<file path="src/rtl/axis_pkg.sv">
// Shared definitions for the AXI-Stream receive endpoint.
package axis_pkg;

    localparam int AXIS_DATA_W = 32;
    localparam int AXIS_USER_W = 2;

    // One stored beat; last sits in the MSB so a flat vector has the same layout.
    typedef struct packed {
        logic                   last;
        logic [AXIS_USER_W-1:0] user;
        logic [AXIS_DATA_W-1:0] data;
    } axis_beat_t;

    localparam int AXIS_BEAT_W = $bits(axis_beat_t);

endpackage

</file>
<file path="src/rtl/axis_slave_fifo.sv">
// Generic synchronous first-word-fall-through FIFO.
// rd_data always shows the entry at the read pointer; the wrapper decides
// whether that value is meaningful.
module axis_slave_fifo #(
    parameter int WIDTH = 35,
    parameter int DEPTH = 4
) (
    input  logic                     clk,
    input  logic                     rst,
    input  logic                     wr_en,
    input  logic [WIDTH-1:0]         wr_data,
    input  logic                     rd_en,
    output logic [WIDTH-1:0]         rd_data,
    output logic [$clog2(DEPTH):0]   count,
    output logic                     full,
    output logic                     empty
);

    localparam int AW = $clog2(DEPTH);
    localparam int CW = AW + 1;

    logic [WIDTH-1:0] mem_r [DEPTH];
    logic [AW-1:0]    wr_ptr_r;
    logic [AW-1:0]    rd_ptr_r;
    logic [CW-1:0]    count_r;
    logic             push_s;
    logic             pop_s;

    // Writes into a full FIFO and reads from an empty one are ignored.
    assign push_s = wr_en & ~full;
    assign pop_s  = rd_en & ~empty;

    assign full    = (count_r == CW'(DEPTH));
    assign empty   = (count_r == {CW{1'b0}});
    assign count   = count_r;
    assign rd_data = mem_r[rd_ptr_r];

    // Storage array: written on push, never reset (contents are qualified by count).
    always_ff @(posedge clk) begin
        if (push_s) begin
            mem_r[wr_ptr_r] <= wr_data;
        end
    end

    // Pointer and fill-level bookkeeping; pointers wrap naturally (DEPTH is a power of 2).
    always_ff @(posedge clk) begin
        if (rst) begin
            wr_ptr_r <= {AW{1'b0}};
            rd_ptr_r <= {AW{1'b0}};
            count_r  <= {CW{1'b0}};
        end else begin
            if (push_s) begin
                wr_ptr_r <= wr_ptr_r + AW'(1'b1);
            end
            if (pop_s) begin
                rd_ptr_r <= rd_ptr_r + AW'(1'b1);
            end
            case ({push_s, pop_s})
                2'b10:   count_r <= count_r + CW'(1'b1);
                2'b01:   count_r <= count_r - CW'(1'b1);
                default: count_r <= count_r;
            endcase
        end
    end

endmodule

</file>
<file path="src/rtl/axis_slave.sv">
// AXI-Stream slave endpoint: buffers incoming beats in a small FWFT FIFO and
// presents them to a backend over a bk_valid/bk_ready handshake.
module axis_slave
    import axis_pkg::*;
#(
    parameter int DATA_WIDTH = AXIS_DATA_W,
    parameter int USER_WIDTH = AXIS_USER_W,
    parameter int DEPTH      = 4
) (
    input  logic                     axi_aclk,
    input  logic                     axi_reset,
    input  logic                     axis_tvalid,
    input  logic [DATA_WIDTH-1:0]    axis_tdata,
    input  logic [3:0]               axis_tstrb,
    input  logic [3:0]               axis_tkeep,
    input  logic                     axis_tlast,
    input  logic [USER_WIDTH-1:0]    axis_tuser,
    output logic                     axis_tready,
    output logic [DATA_WIDTH-1:0]    bk_data,
    output logic [USER_WIDTH-1:0]    bk_user,
    output logic                     bk_last,
    output logic                     bk_valid,
    input  logic                     bk_ready,
    output logic [$clog2(DEPTH):0]   bk_count
);

    localparam int BEAT_W = DATA_WIDTH + USER_WIDTH + 1;

    logic [BEAT_W-1:0] wr_beat_s;
    logic [BEAT_W-1:0] rd_beat_s;
    logic              full_s;
    logic              empty_s;
    logic              push_s;
    logic              pop_s;
    logic              unused_s;

    // Strobe and keep are part of the AXIS port set but carry no meaning here.
    assign unused_s = ^{axis_tstrb, axis_tkeep};

    // Ready depends only on stored state and reset, never on bk_ready or tvalid.
    assign axis_tready = ~axi_reset & ~full_s;
    assign bk_valid    = ~empty_s;
    assign push_s      = axis_tvalid & axis_tready;
    assign pop_s       = bk_valid & bk_ready;
    assign wr_beat_s   = {axis_tlast, axis_tuser, axis_tdata};

    axis_slave_fifo #(
        .WIDTH (BEAT_W),
        .DEPTH (DEPTH)
    ) u_fifo (
        .clk     (axi_aclk),
        .rst     (axi_reset),
        .wr_en   (push_s),
        .wr_data (wr_beat_s),
        .rd_en   (pop_s),
        .rd_data (rd_beat_s),
        .count   (bk_count),
        .full    (full_s),
        .empty   (empty_s)
    );

    // Present the head beat only while it is valid; stale storage reads as zero.
    always_comb begin
        bk_data = {DATA_WIDTH{1'b0}};
        bk_user = {USER_WIDTH{1'b0}};
        bk_last = 1'b0;
        if (bk_valid) begin
            bk_data = rd_beat_s[DATA_WIDTH-1:0];
            bk_user = rd_beat_s[DATA_WIDTH +: USER_WIDTH];
            bk_last = rd_beat_s[BEAT_W-1];
        end else begin
            bk_data = {DATA_WIDTH{1'b0}};
            bk_user = {USER_WIDTH{1'b0}};
            bk_last = 1'b0;
        end
    end

endmodule

</file>
<file path="config.mk">
export PLATFORM = sky130hd
export DESIGN_NAME = axis_slave
export DESIGN_NICKNAME = d
export VERILOG_FILES = /design/src/rtl/axis_pkg.sv /design/src/rtl/axis_slave_fifo.sv /design/src/rtl/axis_slave.sv
export SDC_FILE = /design/constraint.sdc
export NUM_CORES = 1
export LEC_CHECK = 0
export CAP_MARGIN = 15
export CORE_MARGIN = 2
export CORE_UTILIZATION = 35
export CTS_CLUSTER_SIZE = 40
export DETAILED_ROUTE_END_ITERATION = 16
export DONT_BUFFER_PORTS = 1
export SKIP_LAST_GASP = 1
export SLEW_MARGIN = 10
export SYNTH_ARGS = -nofsm -noshare
export SYNTH_HDL_FRONTEND = slang
export SYNTH_SLANG_ARGS = --single-unit
</file>
<file path="constraint.sdc">
create_clock -name axi_aclk -period 3.1 [get_ports axi_aclk]
set_clock_uncertainty 0.1 [all_clocks]
set_input_delay 0.465 -clock axi_aclk [delete_from_list [all_inputs] [get_ports axi_aclk]]
set_output_delay 0.465 -clock axi_aclk [all_outputs]
set_load 0.005 [all_outputs]
</file>
==> metrics.md <==
| Metric | Value |
|---|---|
| Result of the run | `completed` |
| Initial core utilization | `35.7%` |
| Multi-input combinational cell area | `1400 µm²` |
| Seq/Total Area, Yosys | `roughly three quarters` |
| Die outline area | `between 15000 and 20000 µm²` |
| Share of the clock period used by the worst path after layout | `between 70% and 80%` |
| Power density over the cells | `about 860 nW/µm²` |
| Std-Cell Rows | `47` |
| Post-CTS setup buffers | `0` |
| Detailed-route wire length | `between 10 and 15 mm` |
| Minimum period implied by the final worst setup slack | `between 2 and 2.5 ns` |
| Most common cell after layout, fill and taps aside | `sky130_fd_sc_hd__edfxtp_1` |
| Setup repair after global routing missed its margin | `no` |
| Gr ovfl total | `0` |
| Antenna Cells | `0` |
| Clock buffer depth | `2` |
| Leakage power of the design | `around 2.2 nW` |
| Final worst setup slack | `0.724 ns` |
| Routability Congestion | `0.659` |
| Num ports | `87` |
| Fraction of power consumed by sequential logic | `around 41%` |
| Post-Synthesis Cell Area | `5920 µm²` |
| Average cell area after synthesis | `~22 µm²` |
| Count of distinct cell types in the synthesized netlist | `28` |
| Hold slack | `0.0231 ns` |
| Number of cells produced by synthesis | `about 280` |
| # port buffers | `0` |
| Post-Place Worst Slack | `around 0.82 ns` |
| Switch Pwr | `1.53 mW` |
| First-pass GRT wire length | `between 15 and 20 mm` |
| Violation count after the first detailed-routing iteration | `100` |
| Nets | `343` |
| Total negative slack | `0 ns` |
| Die Y | `around 130 µm` |
| Tot GR Track Use | `12.8%` |
| Number of max-slew violations in the final report | `0` |
| Final design area excluding fillers | `6870 µm²` |
| Type of the worst setup path | `reg -> out` |
| Wirelength per Cell | `a little over 20 µm` |
| CTS tree | `yes` |
| Hold Violations, Final | `0` |
| Routed vias | `between 2000 and 2500` |
| DR DRC count | `0` |
| Top fanout value on the critical path | `20` |
| Number of antenna-violating nets in the routed design | `0` |
| Number of iterations in the first detailed-routing pass | `3` |
| Transition time of the tightest slew-check pin | `0.629 ns` |
| Upper clock frequency limit | `~0.42 GHz` |
| Required time of the worst setup path | `around 2.5 ns` |
| Relative slew slack | `about three fifths` |
| EDFF count, synth | `140` |
| Clock insertion delay at the later pin of the skew report | `about 0.41 ns` |
| Total of endpoints with negative setup slack in the final report | `0` |
| Mapped Nets | `328` |
| Most used cells in the layout excluding fill and tap cells | `sky130_fd_sc_hd__edfxtp_1, sky130_fd_sc_hd__mux4_2, sky130_fd_sc_hd__nor2b_1` |
| Area growth from synthesis to layout | `16.1%` |
| Peak supply drop | `0.000459 V` |
| Clock transition at the register clock pins on the worst setup and hold paths after CTS | `0.05 ns` |
| Die W | `134 µm` |
| Largest net degree at the start of global routing | `36` |
| Number of antenna violations at the first check in global routing | `0` |
| Area post-placement | `6220 µm²` |
| Number of clock buffers inserted by TritonCTS | `17` |
| Flops & latches, synth | `149` |
| Signal arrival time at the worst endpoint | `between 1.5 and 2 ns` |
| Core outline area | `~17000 µm²` |
| Max H-tree Level | `4` |
| Yosys warns | `0` |
| CTS Root Cell | `sky130_fd_sc_hd__clkbuf_16` |
| Fraction of power spent switching nets | `between 20 and 30%` |
| Min-delay worst type | `in -> reg` |
| Via count of the first global-routing pass | `roughly 2800` |
| Via density per instance | `between 4 and 5` |
| HPWL Detailed | `about 6.2 mm` |
| Combinational fraction of design power | `between 20% and 30%` |
| Resized Gates After CTS | `0` |
| Layout fillers | `1462` |
| CTS hold repair buffers | `1` |
| MaxCap Viol Count | `0` |
| Clock power share | `about 37%` |
| Post-synth ARST share | `0%` |
| # clock sinks | `about 150` |
| Internal power of the cells | `~4.4 mW` |
| Slack of the worst reg-to-reg path | `roughly 0.8 ns` |
| Crit path capture type | `output port` |
| Area occupied by registers | `~4400 µm²` |
| Critical path startpoint category | `flip-flop` |
| Proportion of layout cells with a drive suffix above 1 | `between 30 and 40%` |
| Primary flip-flop cell chosen by synthesis mapping | `sky130_fd_sc_hd__edfxtp_1` |
[per-layer routing]
metal,global-route usage (%),part of all wire (%)
met1,13.7,39
met3,6.27,7.5
met4,4.91,1.6
met5,0,0
met2,21.7,51
[stage by stage]
step	total power [mW]	std cells	util (%)
floorplan	3.59	275	-
global placement	3.80	490	37.5
detailed placement	3.83	490	37.5
CTS	6.05	523	41.4
global route	6.21	523	41.4
finish	5.93	523	41.4
[cells by family after synthesis]
logic type	after synthesis	synth area share (%)
xor gates and xnor gates	3	0.444
AOI/OAI and AO/OA	6	0.549
buffers and inverters	21	2.56
muxes	37	13.7
and+or+nand+nor	53	7.33
adders and majority gates	6	1.39
DFF	149	74.0
[flip-flops by register name (all words and copies together), names as in the netlist, named ones only]
signal           flops
u_fifo.rd_ptr_r      2
u_fifo.mem_r       140
u_fifo.count         3
u_fifo.wr_ptr_r      2
[power groups by stage]
stage               clock network (mW)  registers (mW)  logic, mW
floorplan                            0            2.44       1.15
global placement                     0            2.46       1.34
detailed placement                   0            2.47       1.36
CTS                               2.25            2.43       1.37
global route                      2.34            2.44       1.44
finish                            2.20            2.42       1.30
[worst max-delay path, cell delays in order (launching register included)]
cell and delay, ns:
sky130_fd_sc_hd__dfxtp_2 0.63, sky130_fd_sc_hd__buf_12 0.25, sky130_fd_sc_hd__mux4_2 0.31, sky130_fd_sc_hd__nor2b_1 0.17
[worst paths after layout]
kind                            from            endpoint  cells after the start
setup / recovery           flip-flop          bk_data[1]                      3
hold / removal             axi_reset  u_fifo.rd_ptr_r[0]                      1
setup reg to reg     u_fifo.count[2]     u_fifo.count[2]                      9
hold reg to reg   u_fifo.rd_ptr_r[1]           flip-flop                      2
[Yosys cell counts, types with 2 or more instances]
cell / n / area share (%)
sky130_fd_sc_hd__or3_1: 2 / 0.21
sky130_fd_sc_hd__buf_12: 3 / 1.0
sky130_fd_sc_hd__xor2_1: 3 / 0.44
sky130_fd_sc_hd__nor2b_1: 21 / 2.2
sky130_fd_sc_hd__nor2b_4: 14 / 3.3
sky130_fd_sc_hd__buf_6: 2 / 0.38
sky130_fd_sc_hd__a21oi_1: 3 / 0.25
sky130_fd_sc_hd__inv_1: 8 / 0.51
sky130_fd_sc_hd__buf_2: 6 / 0.51
sky130_fd_sc_hd__edfxtp_1: 140 / 71
sky130_fd_sc_hd__nor2_1: 7 / 0.44
sky130_fd_sc_hd__and2_1: 4 / 0.42
sky130_fd_sc_hd__dfxtp_1: 9 / 3.0
sky130_fd_sc_hd__ha_1: 5 / 1.1
sky130_fd_sc_hd__mux4_2: 35 / 13
[cell type report]
class,count,share of cell area (%)
inverter,8,0.437
timing repair buffer,9,2.11
clock inverter,11,2.90
multi-input combinational,105,20.3
sequential,149,63.8
tap,220,4.01
clock buffer,21,6.41
No activity file was read; power rests on OpenSTA's default activity.
